**src/rtl/rs_sl_queue_if.sv**
```systemverilog
// rs_sl_queue_if: bundles the dispatch, CDB snoop and issue signals of the
// load/store reservation station.
//   master : dispatch/CDB/buffer side, drives the *_i signals, sees busy and issue outputs
//   slave  : the reservation station itself
// Channel k of the CDB occupies cdb_id_i[k*ROB_W +: ROB_W] and
// cdb_data_i[k*XLEN +: XLEN].
interface rs_sl_queue_if #(
    parameter int XLEN  = 32,
    parameter int ROB_W = 5,
    parameter int NCDB  = 3
);
    // dispatch
    logic                   en_i;
    logic [XLEN-1:0]        A_i;
    logic [XLEN-1:0]        B_i;
    logic                   A_rdy_i;
    logic                   B_rdy_i;
    logic [ROB_W-1:0]       A_id_i;
    logic [ROB_W-1:0]       B_id_i;
    logic [XLEN-1:0]        Imm_i;
    logic [6:0]             OP_i;
    logic [2:0]             Funct3_i;
    logic [ROB_W-1:0]       ROB_id_i;
    logic                   busy;
    // common data bus
    logic [NCDB-1:0]        cdb_en_i;
    logic [NCDB*ROB_W-1:0]  cdb_id_i;
    logic [NCDB*XLEN-1:0]   cdb_data_i;
    // issue to load/store buffer
    logic                   full_i;
    logic [XLEN-1:0]        A_o;
    logic [XLEN-1:0]        B_o;
    logic [XLEN-1:0]        Imm_o;
    logic [6:0]             OP_o;
    logic [2:0]             Funct3_o;
    logic [ROB_W-1:0]       ROB_id_o;
    logic                   en_o;

    modport master (
        output en_i, A_i, B_i, A_rdy_i, B_rdy_i, A_id_i, B_id_i,
               Imm_i, OP_i, Funct3_i, ROB_id_i,
               cdb_en_i, cdb_id_i, cdb_data_i, full_i,
        input  busy, A_o, B_o, Imm_o, OP_o, Funct3_o, ROB_id_o, en_o
    );

    modport slave (
        input  en_i, A_i, B_i, A_rdy_i, B_rdy_i, A_id_i, B_id_i,
               Imm_i, OP_i, Funct3_i, ROB_id_i,
               cdb_en_i, cdb_id_i, cdb_data_i, full_i,
        output busy, A_o, B_o, Imm_o, OP_o, Funct3_o, ROB_id_o, en_o
    );
endinterface

```
**src/rtl/rs_sl_queue.sv**
```systemverilog
// rs_sl_queue: DEPTH-entry in-order reservation station for loads/stores.
// Dispatch enqueues at the tail, pending operands snoop the CDB every cycle,
// and only the head issues to the load/store buffer once both its operands
// are ready (a CDB hit on the head in the same cycle counts as ready).
//   clk, rst_n : clock, async active-low reset
//   rst_c      : synchronous flush (empties the queue, keeps output data)
//   rdy        : global stall, low freezes all state
//   bus        : rs_sl_queue_if.slave (dispatch, CDB, issue)
module rs_sl_queue #(
    parameter int XLEN  = 32,
    parameter int ROB_W = 5,
    parameter int DEPTH = 4,
    parameter int NCDB  = 3
) (
    input  logic          clk,
    input  logic          rst_n,
    input  logic          rst_c,
    input  logic          rdy,
    rs_sl_queue_if.slave  bus
);
    localparam int              PW       = $clog2(DEPTH);
    localparam logic [PW:0]     CNT_FULL = (PW+1)'(DEPTH);
    localparam logic [PW:0]     CNT_ONE  = (PW+1)'(1);
    localparam logic [PW-1:0]   PTR_ONE  = PW'(1);

    // Lowest-index enabled channel with a matching tag wins; MSB is the hit flag.
    function automatic logic [XLEN:0] cdb_lookup(
        input logic [ROB_W-1:0]      tag,
        input logic [NCDB-1:0]       en,
        input logic [NCDB*ROB_W-1:0] ids,
        input logic [NCDB*XLEN-1:0]  data
    );
        logic [XLEN:0] r;
        r = '0;
        for (int k = NCDB - 1; k >= 0; k--) begin
            if (en[k] && ids[k*ROB_W +: ROB_W] == tag) r = {1'b1, data[k*XLEN +: XLEN]};
        end
        return r;
    endfunction

    logic [DEPTH-1:0][XLEN-1:0]  a_q, b_q, imm_q;
    logic [DEPTH-1:0]            a_rdy_q, b_rdy_q;
    logic [DEPTH-1:0][ROB_W-1:0] a_id_q, b_id_q, rob_q;
    logic [DEPTH-1:0][6:0]       op_q;
    logic [DEPTH-1:0][2:0]       f3_q;
    logic [PW-1:0]               head_q, head_d, tail_q, tail_d;
    logic [PW:0]                 cnt_q, cnt_d;

    logic [XLEN-1:0]  a_o_q, b_o_q, imm_o_q;
    logic [6:0]       op_o_q;
    logic [2:0]       f3_o_q;
    logic [ROB_W-1:0] rob_o_q;
    logic             en_o_q;

    logic [DEPTH-1:0]           a_hit, b_hit;
    logic [DEPTH-1:0][XLEN-1:0] a_snp, b_snp;
    logic                       dsp_a_hit, dsp_b_hit;
    logic [XLEN-1:0]            dsp_a_snp, dsp_b_snp;
    logic                       head_a_ok, head_b_ok;
    logic [XLEN-1:0]            head_a_val, head_b_val;
    logic                       enq, iss;

    always_comb begin
        a_hit = '0;
        b_hit = '0;
        a_snp = '0;
        b_snp = '0;
        for (int i = 0; i < DEPTH; i++) begin
            {a_hit[i], a_snp[i]} = cdb_lookup(a_id_q[i], bus.cdb_en_i, bus.cdb_id_i, bus.cdb_data_i);
            {b_hit[i], b_snp[i]} = cdb_lookup(b_id_q[i], bus.cdb_en_i, bus.cdb_id_i, bus.cdb_data_i);
        end
        {dsp_a_hit, dsp_a_snp} = cdb_lookup(bus.A_id_i, bus.cdb_en_i, bus.cdb_id_i, bus.cdb_data_i);
        {dsp_b_hit, dsp_b_snp} = cdb_lookup(bus.B_id_i, bus.cdb_en_i, bus.cdb_id_i, bus.cdb_data_i);

        // Head may issue on a same-cycle CDB hit (bypass).
        head_a_ok  = a_rdy_q[head_q] | a_hit[head_q];
        head_b_ok  = b_rdy_q[head_q] | b_hit[head_q];
        head_a_val = a_rdy_q[head_q] ? a_q[head_q] : a_snp[head_q];
        head_b_val = b_rdy_q[head_q] ? b_q[head_q] : b_snp[head_q];

        // Enqueue uses the count before this edge: a slot freed by issue is not reusable yet.
        enq = rdy && bus.en_i && (cnt_q != CNT_FULL);
        iss = rdy && (cnt_q != '0) && !bus.full_i && head_a_ok && head_b_ok;

        head_d = iss ? head_q + PTR_ONE : head_q;
        tail_d = enq ? tail_q + PTR_ONE : tail_q;
        cnt_d  = cnt_q;
        if (enq && !iss) cnt_d = cnt_q + CNT_ONE;
        else if (!enq && iss) cnt_d = cnt_q - CNT_ONE;
    end

    always_ff @(posedge clk or negedge rst_n) begin
        if (!rst_n) begin
            a_q <= '0; b_q <= '0; imm_q <= '0;
            a_rdy_q <= '0; b_rdy_q <= '0;
            a_id_q <= '0; b_id_q <= '0; rob_q <= '0;
            op_q <= '0; f3_q <= '0;
            head_q <= '0; tail_q <= '0; cnt_q <= '0;
            a_o_q <= '0; b_o_q <= '0; imm_o_q <= '0;
            op_o_q <= '0; f3_o_q <= '0; rob_o_q <= '0;
            en_o_q <= 1'b0;
        end else if (rst_c) begin
            head_q <= '0;
            tail_q <= '0;
            cnt_q  <= '0;
            en_o_q <= 1'b0;
        end else if (!rdy) begin
            en_o_q <= 1'b0;
        end else begin
            // Snoop every slot; empty slots are harmless and the tail write below overrides.
            for (int i = 0; i < DEPTH; i++) begin
                if (!a_rdy_q[i] && a_hit[i]) begin
                    a_q[i]     <= a_snp[i];
                    a_rdy_q[i] <= 1'b1;
                end
                if (!b_rdy_q[i] && b_hit[i]) begin
                    b_q[i]     <= b_snp[i];
                    b_rdy_q[i] <= 1'b1;
                end
            end
            if (enq) begin
                a_rdy_q[tail_q] <= bus.A_rdy_i | dsp_a_hit;
                b_rdy_q[tail_q] <= bus.B_rdy_i | dsp_b_hit;
                a_q[tail_q]     <= bus.A_rdy_i ? bus.A_i : dsp_a_snp;
                b_q[tail_q]     <= bus.B_rdy_i ? bus.B_i : dsp_b_snp;
                a_id_q[tail_q]  <= bus.A_id_i;
                b_id_q[tail_q]  <= bus.B_id_i;
                imm_q[tail_q]   <= bus.Imm_i;
                op_q[tail_q]    <= bus.OP_i;
                f3_q[tail_q]    <= bus.Funct3_i;
                rob_q[tail_q]   <= bus.ROB_id_i;
            end
            if (iss) begin
                a_o_q   <= head_a_val;
                b_o_q   <= head_b_val;
                imm_o_q <= imm_q[head_q];
                op_o_q  <= op_q[head_q];
                f3_o_q  <= f3_q[head_q];
                rob_o_q <= rob_q[head_q];
            end
            en_o_q <= iss;
            head_q <= head_d;
            tail_q <= tail_d;
            cnt_q  <= cnt_d;
        end
    end

    assign bus.busy     = (cnt_q == CNT_FULL);
    assign bus.A_o      = a_o_q;
    assign bus.B_o      = b_o_q;
    assign bus.Imm_o    = imm_o_q;
    assign bus.OP_o     = op_o_q;
    assign bus.Funct3_o = f3_o_q;
    assign bus.ROB_id_o = rob_o_q;
    assign bus.en_o     = en_o_q;
endmodule

```
**src/flat_wrapper.sv**
```systemverilog
// flat-port wrapper written by rule: the top's interface ports become plain ports
module rs_sl_queue_flat 
#(
    parameter int XLEN  = 32,
    parameter int ROB_W = 5,
    parameter int DEPTH = 4,
    parameter int NCDB  = 3
)
  (clk, rst_n, rst_c, rdy, bus_en_i, bus_A_i, bus_B_i, bus_A_rdy_i, bus_B_rdy_i, bus_A_id_i, bus_B_id_i, bus_Imm_i, bus_OP_i, bus_Funct3_i, bus_ROB_id_i, bus_cdb_en_i, bus_cdb_id_i, bus_cdb_data_i, bus_full_i, bus_busy, bus_A_o, bus_B_o, bus_Imm_o, bus_OP_o, bus_Funct3_o, bus_ROB_id_o, bus_en_o);
  rs_sl_queue_if #(.XLEN(XLEN), .ROB_W(ROB_W), .NCDB(NCDB)) bus_i ();
  input  logic clk;
  input  logic rst_n;
  input  logic rst_c;
  input  logic rdy;
  input wire logic [$bits(bus_i.en_i)-1:0] bus_en_i;
  input wire logic [$bits(bus_i.A_i)-1:0] bus_A_i;
  input wire logic [$bits(bus_i.B_i)-1:0] bus_B_i;
  input wire logic [$bits(bus_i.A_rdy_i)-1:0] bus_A_rdy_i;
  input wire logic [$bits(bus_i.B_rdy_i)-1:0] bus_B_rdy_i;
  input wire logic [$bits(bus_i.A_id_i)-1:0] bus_A_id_i;
  input wire logic [$bits(bus_i.B_id_i)-1:0] bus_B_id_i;
  input wire logic [$bits(bus_i.Imm_i)-1:0] bus_Imm_i;
  input wire logic [$bits(bus_i.OP_i)-1:0] bus_OP_i;
  input wire logic [$bits(bus_i.Funct3_i)-1:0] bus_Funct3_i;
  input wire logic [$bits(bus_i.ROB_id_i)-1:0] bus_ROB_id_i;
  input wire logic [$bits(bus_i.cdb_en_i)-1:0] bus_cdb_en_i;
  input wire logic [$bits(bus_i.cdb_id_i)-1:0] bus_cdb_id_i;
  input wire logic [$bits(bus_i.cdb_data_i)-1:0] bus_cdb_data_i;
  input wire logic [$bits(bus_i.full_i)-1:0] bus_full_i;
  output wire logic [$bits(bus_i.busy)-1:0] bus_busy;
  output wire logic [$bits(bus_i.A_o)-1:0] bus_A_o;
  output wire logic [$bits(bus_i.B_o)-1:0] bus_B_o;
  output wire logic [$bits(bus_i.Imm_o)-1:0] bus_Imm_o;
  output wire logic [$bits(bus_i.OP_o)-1:0] bus_OP_o;
  output wire logic [$bits(bus_i.Funct3_o)-1:0] bus_Funct3_o;
  output wire logic [$bits(bus_i.ROB_id_o)-1:0] bus_ROB_id_o;
  output wire logic [$bits(bus_i.en_o)-1:0] bus_en_o;
  assign bus_i.en_i = bus_en_i;
  assign bus_i.A_i = bus_A_i;
  assign bus_i.B_i = bus_B_i;
  assign bus_i.A_rdy_i = bus_A_rdy_i;
  assign bus_i.B_rdy_i = bus_B_rdy_i;
  assign bus_i.A_id_i = bus_A_id_i;
  assign bus_i.B_id_i = bus_B_id_i;
  assign bus_i.Imm_i = bus_Imm_i;
  assign bus_i.OP_i = bus_OP_i;
  assign bus_i.Funct3_i = bus_Funct3_i;
  assign bus_i.ROB_id_i = bus_ROB_id_i;
  assign bus_i.cdb_en_i = bus_cdb_en_i;
  assign bus_i.cdb_id_i = bus_cdb_id_i;
  assign bus_i.cdb_data_i = bus_cdb_data_i;
  assign bus_i.full_i = bus_full_i;
  assign bus_busy = bus_i.busy;
  assign bus_A_o = bus_i.A_o;
  assign bus_B_o = bus_i.B_o;
  assign bus_Imm_o = bus_i.Imm_o;
  assign bus_OP_o = bus_i.OP_o;
  assign bus_Funct3_o = bus_i.Funct3_o;
  assign bus_ROB_id_o = bus_i.ROB_id_o;
  assign bus_en_o = bus_i.en_o;
  rs_sl_queue #(.XLEN(XLEN), .ROB_W(ROB_W), .DEPTH(DEPTH), .NCDB(NCDB)) u_core (.clk(clk), .rst_n(rst_n), .rst_c(rst_c), .rdy(rdy), .bus(bus_i));
endmodule
```
**config.mk**
```make
export PLATFORM = sky130hd
export DESIGN_NAME = rs_sl_queue_flat
export DESIGN_NICKNAME = d
export VERILOG_FILES = /design/src/rtl/rs_sl_queue_if.sv /design/src/rtl/rs_sl_queue.sv /design/src/flat_wrapper.sv
export SDC_FILE = /design/constraint.sdc
export NUM_CORES = 2
export LEC_CHECK = 0
export ABC_AREA = 0
export ABC_CLOCK_PERIOD_IN_PS = 9700
export CAP_MARGIN = 5
export CELL_PAD_IN_SITES_DETAIL_PLACEMENT = 0
export CELL_PAD_IN_SITES_GLOBAL_PLACEMENT = 1
export CORE_MARGIN = 4
export CORE_UTILIZATION = 40
export CTS_BUF_LIST = sky130_fd_sc_hd__clkbuf_8
export CTS_CLUSTER_SIZE = 28
export DETAILED_ROUTE_END_ITERATION = 8
export PLACE_DENSITY = 0.7
export SLEW_MARGIN = 20
export SYNTH_ARGS = -nofsm -noshare
export SYNTH_HDL_FRONTEND = slang
export SYNTH_SLANG_ARGS = --single-unit
```
**constraint.sdc**
```tcl
create_clock -name clk -period 9.7 [get_ports clk]
set_input_delay 1.94 -clock clk [delete_from_list [all_inputs] [get_ports clk]]
set_output_delay 1.94 -clock clk [all_outputs]
set_load 0.03 [all_outputs]
```
Yosys cells after proc, flatten, opt, wreduce, memory -nomap -nowiden --
Index checks and enable logic that the tools add are counted.
Operators by class: eq/ne operators 32, multiplexer cells 142, $add $sub $neg 4, $lt $le $gt $ge 3, bitwise operators 5, reductions and logical operators 69
Operators by type and width (number):
- 2-to-1 mux 32 bit | 34
- 2-to-1 mux 33 bit | 30
- bitwise mux 128 bit | 3
- binary-select mux 32 bit (select 2 bit) | 5
- 2-to-1 mux 128 bit | 2
- equality test 5 bit | 30
- demux 32 bit (select 2 bit) | 1
- bitwise mux 20 bit | 3
- logical AND 1 bit | 47
- 2-to-1 mux 1 bit | 31
- bitwise mux 28 bit | 1
- 2-to-1 mux 3 bit | 6
- binary-select mux 7 bit (select 2 bit) | 1
- demux 7 bit (select 2 bit) | 1
- 2-to-1 mux 7 bit | 2
- bitwise mux 12 bit | 1
- 2-to-1 mux 2 bit | 6
- zero test 1 bit | 11
- binary-select mux 5 bit (select 2 bit) | 1
- demux 5 bit (select 2 bit) | 1
- 2-to-1 mux 5 bit | 2
- binary-select mux 1 bit (select 2 bit) | 4
- bitwise mux 4 bit | 2
- 2-to-1 mux 4 bit | 2
- other kinds (16) | 28
Storage, ports and cells: register bits 611, output and inout bits 113, word-level logic and storage cells 299, bits of input ports 243

Longest topological paths before layout --
depth after elaboration 15, gate-level depth with buffers 13, depth with buffers taken out 11

Worst setup path before layout --
OpenSTA, ideal clock, no wires.
path kind input port to flip-flop, start in bus_cdb_id_i[2], end reg u_core.cnt_q[2], path buffers 2, stages 13, path slack 4.887 ns, arrival time 4.744 ns, setup time 0.069 ns, required time 9.631 ns, cells stage by stage buf_2 > xor2_1 > nor4_1 > and3_1 > buf_4 > nor4_1 > nor4_4 > a21oi_1 > fa_1 > or4_1 > a21oi_1 > a31oi_1 > nand3_1
On the way: cells in the longest elaborated chain, start to end 13, elaborated cells between the ends (all ways) 40
Ends and longest elaborated chain:
- start: declaration | RTL line flat_wrapper.sv:27 | input wire logic [$bits(bus_i.cdb_id_i)-1:0] bus_cdb_id_i;
- equality test 5 bit | RTL line rs_sl_queue.sv:36 | if (en[k] && ids[k*ROB_W +: ROB_W] == tag) r = {1'b1, data[k*XLEN +: XLEN]};
- logical AND 1 bit | RTL line rs_sl_queue.sv:36
- 2-to-1 mux 33 bit | RTL line rs_sl_queue.sv:36
- binary-select mux 1 bit (select 2 bit) | RTL line rs_sl_queue.sv:76 | head_a_ok = a_rdy_q[head_q] | a_hit[head_q];
- 2-to-1 mux 1 bit (not written as such) | RTL line rs_sl_queue.sv:76
- OR 1 bit | RTL line rs_sl_queue.sv:76
- logical AND 1 bit | RTL line rs_sl_queue.sv:83 | iss = rdy && (cnt_q != '0) && !bus.full_i && head_a_ok && head_b_ok;
- logical AND 1 bit * | RTL line rs_sl_queue.sv:83
- zero test 1 bit | RTL line rs_sl_queue.sv:88 | if (enq && !iss) cnt_d = cnt_q + CNT_ONE;
- logical AND 1 bit | RTL line rs_sl_queue.sv:88
- 2-to-1 mux 3 bit | RTL line rs_sl_queue.sv:88
- 2-to-1 mux 3 bit | RTL line rs_sl_queue.sv:107 | end else if (!rdy) begin
- 2-to-1 mux 3 bit | RTL line rs_sl_queue.sv:102 | end else if (rst_c) begin
- end signal: assignment | RTL line rs_sl_queue.sv:144 | cnt_q <= cnt_d;
- end: declaration | RTL line rs_sl_queue.sv:47 | logic [PW:0] cnt_q, cnt_d;
Every way passes the cells marked *; elsewhere a longest branch is shown, timed or not. The select of a mux whose other input is x is not followed. A chain may end at the register's enable or synchronous reset.

Final worst setup path --
start in bus_cdb_id_i[9], end reg u_core.a_o_q[8], in the netlist u_core.bus.A_o[8]
On the way: cells in the longest elaborated chain, start to end 10, elaborated cells between the ends (all ways) 44
Ends and longest elaborated chain:
- equality test 5 bit | RTL line rs_sl_queue.sv:36
- logical AND 1 bit | RTL line rs_sl_queue.sv:36
- 2-to-1 mux 33 bit (2 in series) | RTL line rs_sl_queue.sv:36
- binary-select mux 1 bit (select 2 bit) | RTL line rs_sl_queue.sv:76
- 2-to-1 mux 1 bit (not written as such) | RTL line rs_sl_queue.sv:76
- OR 1 bit | RTL line rs_sl_queue.sv:76
- logical AND 1 bit (2 in series) | RTL line rs_sl_queue.sv:83
- AND reduction 3 bit (no source line)
- end signal: assignment | RTL line rs_sl_queue.sv:134 | a_o_q <= head_a_val;
- end: declaration | RTL line rs_sl_queue.sv:49 | logic [XLEN-1:0] a_o_q, b_o_q, imm_o_q;
Several ways; a longest one is shown, not always the timed one. The select of a mux whose other input is x is not followed.

==> run_results.csv <==
group,metric,value,unit
clock_tree,cts.sinks,611,
clock_tree,clkSlewWorstSetupHoldPaths,0.06,ns
timing,rsz0062_at_grt,"no",
floorplan,placementRows,113,
drt,drc_errors,0,
logic_synthesis,yosysUniqueCellTypes,74,
drt,wl,180000,um
logic_synthesis,ys_top_cells_by_area,"dfrtp_1, mux2_2, nor2_1",
power_and_ir_drop,vdd_drop_max,0.195,mV
logic_synthesis,ys_seq_area_frac,0.397,
clock_tree,cts_resized,0,
power_and_ir_drop,power.leakage,0.0181,uW
global_route,top_usage_layer,"met2",
placement,gp_congestion,0.914,
critical_path,start_kind,"primary input",
timing,clock_skew,0.0441,ns
timing,setup_viol,0,
job,cap_viol_max_count,0,
drt,vias,37691,
global_route,grtUsageTotal,0.342,
placement,dpl-instance-area,42500,um2
logic_synthesis,netlist_area,38600,um2
global_route,groute.layer.met2.usage,0.505,
clock_tree,cts-root-buf,"clkbuf_8",
floorplan,io_pins,356,
timing,final_max_slew_viol_count,0,
drt,drt_first_iter_violations,4935,
clock_tree,hold_buffers,0,
timing,fin_crit,6.15,ns
drt,wl_per_cell,32.1,um
timing,max_freq,163,MHz
floorplan,start_util,0.405,
drt,ant_nets,0,
finish,fillers,9127,
floorplan,die_y,318,um
critical_path,crit_required,10.40,ns
timing,fin_hold_ws,0.478,ns
global_route,grt_max_degree,182,
logic_synthesis,synth_area_leader_cell,"dfrtp_1",
placement,port_buffers,355,
drt,drt_first_pass_iters,9,
timing,fin_crit_sh,0.634,
global_route,grtUsageMet1,0.435,
critical_path,worstSetupPathType,"primary input to register",
critical_path,cp-end-kind,"register",
global_route,grt_pass1_wl,261000,um
power_and_ir_drop,finalPower,10200,uW
global_route,antenna_found_initial,34,
clock_tree,clockBufferDepth,3,
finish,final_nets,4488,
critical_path,critical_path.max_fanout,71,
floorplan,die_w,318,um
clock_tree,h-tree-depth,3,
logic_synthesis,yosysMostFrequentCell,"dfrtp_1",
floorplan,core,95300,um2
finish,area_growth,16.2,%
floorplan,dieArea,101000,um2
clock_tree,cts_setup_buffers,0,
logic_synthesis,synthFlopType,"dfrtp_1",
logic_synthesis,synth_nets,4455,
timing,max_slew_margin,0.169,
global_route,grt_pass1_vias,37715,
timing,fin_tns_setup,0,ns
logic_synthesis,synth_cells,4207,
clock_tree,clock_latency,0.83,ns
global_route,gr-total-overflow,0,
status,status,"complete, no violations",
logic_synthesis,yosys-top-cells-count,"dfrtp_1, nor2_1, clkbuf_1, nand2_1, mux2_2",
logic_synthesis,ys_ff_latch,611,
clock_tree,cts_tree,"done",
power_and_ir_drop,powerDensity,227,nW/um2
logic_synthesis,synth_edf_count,0,
logic_synthesis,synth-async-reset-ratio,1.00,
timing,hold_viol,0,
finish,finalInstanceArea,44800,um2
clock_tree,cts-buffers-inserted,113,
placement,place_hpwl,106000,um
global_route,grtUsageMet3,0.116,
logic_synthesis,yosys_warnings,0,
timing,tightest_slew,1.25,ns
critical_path,critical_path_arrival,6.85,ns
min_path,hold_class,"register to register",
logic_synthesis,synth.top_cell.area_share,0.397,
finish,drive_gt1_frac,0.145,
logic_synthesis,synth.avg_cell_area,9.17,um2
drt,viasPerCell,6.73,
==> flip-flops by register name (all words and copies together), names as in the netlist, 4 cells and up <==
name,flops
u_core.a_id_q,20
u_core.a_q,128
u_core.a_rdy_q,4
u_core.b_id_q,20
u_core.b_q,128
u_core.b_rdy_q,4
u_core.bus.A_o,32
u_core.bus.B_o,32
u_core.bus.Imm_o,32
u_core.bus.OP_o,7
u_core.bus.ROB_id_o,5
u_core.f3_q,12
u_core.imm_q,128
u_core.op_q,28
u_core.rob_q,20
==> logic make-up (layout without fill, tap and decap cells) <==
kind of cell / Yosys count / after routing / share of synthesized area
adder cells (fa/ha/maj): 5 / 5 / 0.00182
AO/OA/AOI/OAI: 1305 / 1305 / 0.249
multiplexers: 390 / 390 / 0.125
AND/OR/NAND/NOR: 1162 / 1162 / 0.132
XOR/XNOR: 152 / 152 / 0.0345
buffers and inverters: 582 / 689 / 0.0611
flip-flops: 611 / 611 / 0.397
other: 0 / 18 / 0
==> path summary, 6_finish.rpt <==
kind / startpoint / slack (ns) / cells after the start / to
worst min register to register: u_core.bus.Imm_o[12] / 0.48 / 2 / u_core.bus.Imm_o[12]
worst min-delay path: u_core.bus.Imm_o[12] / 0.48 / 2 / u_core.bus.Imm_o[12]
max in group asynchronous: rst_n / 6.68 / 3 / u_core.imm_q[54]
worst max-delay path: bus_cdb_id_i[9] / 3.55 / 12 / u_core.bus.A_o[8]
worst max register to register: u_core.head_q[1] / 4.32 / 9 / u_core.bus.A_o[8]
min in group asynchronous: rst_n / 1.13 / 1 / u_core.b_q[45]
==> worst max-delay path: stages <==
cell and delay [ns]:
clkdlybuf4s50_1 0.91, xnor2_1 0.19, nand3_1 0.14, nor3_4 0.19
buf_4 0.54, a2111oi_0 0.31, o32ai_2 0.69, nand3_4 0.15
inv_4 0.84, buf_12 0.41, o211ai_1 0.16, o32a_1 0.31
==> metal layers <==
layer | vias to the layer above | routed length [um]
met4 | 36 | 11700
met1 | 18610 | 69000
met5 | - | 233
li1 | 15875 | -
met3 | 610 | 22400
met2 | 2560 | 76500
==> layout by cell type, fill, tap and decap left out, drive strengths merged, types with 11 or more instances in the layout <==
| master | count |
|---|---|
| a2111oi | 32 |
| a21o | 28 |
| a21oi | 224 |
| a221o | 124 |
| a221oi | 95 |
| a222oi | 46 |
| a22o | 30 |
| a22oi | 43 |
| a311oi | 40 |
| a31oi | 57 |
| and2 | 38 |
| and3 | 11 |
| buf | 89 |
| clkbuf | 136 |
| clkdlybuf4s50 | 350 |
| dfrtp | 611 |
| diode | 18 |
| inv | 104 |
| mux2 | 261 |
| mux2i | 81 |
| mux4 | 48 |
| nand2 | 369 |
| nand2b | 13 |
| nand3 | 129 |
| nand4 | 13 |
| nor2 | 410 |
| nor2b | 14 |
| nor3 | 120 |
| nor4 | 19 |
| o211ai | 20 |
| o21a | 32 |
| o21ai | 157 |
| o221ai | 96 |
| o22a | 32 |
| o22ai | 135 |
| o31ai | 68 |
| o32a | 19 |
| xnor2 | 88 |
| xor2 | 64 |
==> where the power goes <==
group	switching, uW	internal, uW
registers	624	3390
clock network	1220	1350
logic	2020	1560
==> area by class of cell <==
cell class,count,area [um2],area share
well taps,1265,1580,0.0353
diodes,18,45.0,0.00101
clock buffers,136,1870,0.0418
flip-flops and latches,611,15300,0.341
clock inverters,53,368,0.00821
inverters,61,231,0.00517
repair buffers,439,4250,0.0948
multi-input cells,3014,21200,0.472
==> through the flow <==
stage	setup slack (ns)	util	std cells
2_1_floorplan	4.89	-	4207
5_1_grt	3.42	0.470	5584
4_1_cts	3.67	0.470	5579
6_report	3.55	0.470	5597
3_5_place_dp	2.84	0.446	5390
3_3_place_gp	2.91	0.446	5390
Power figures use the tool's default switching activity.
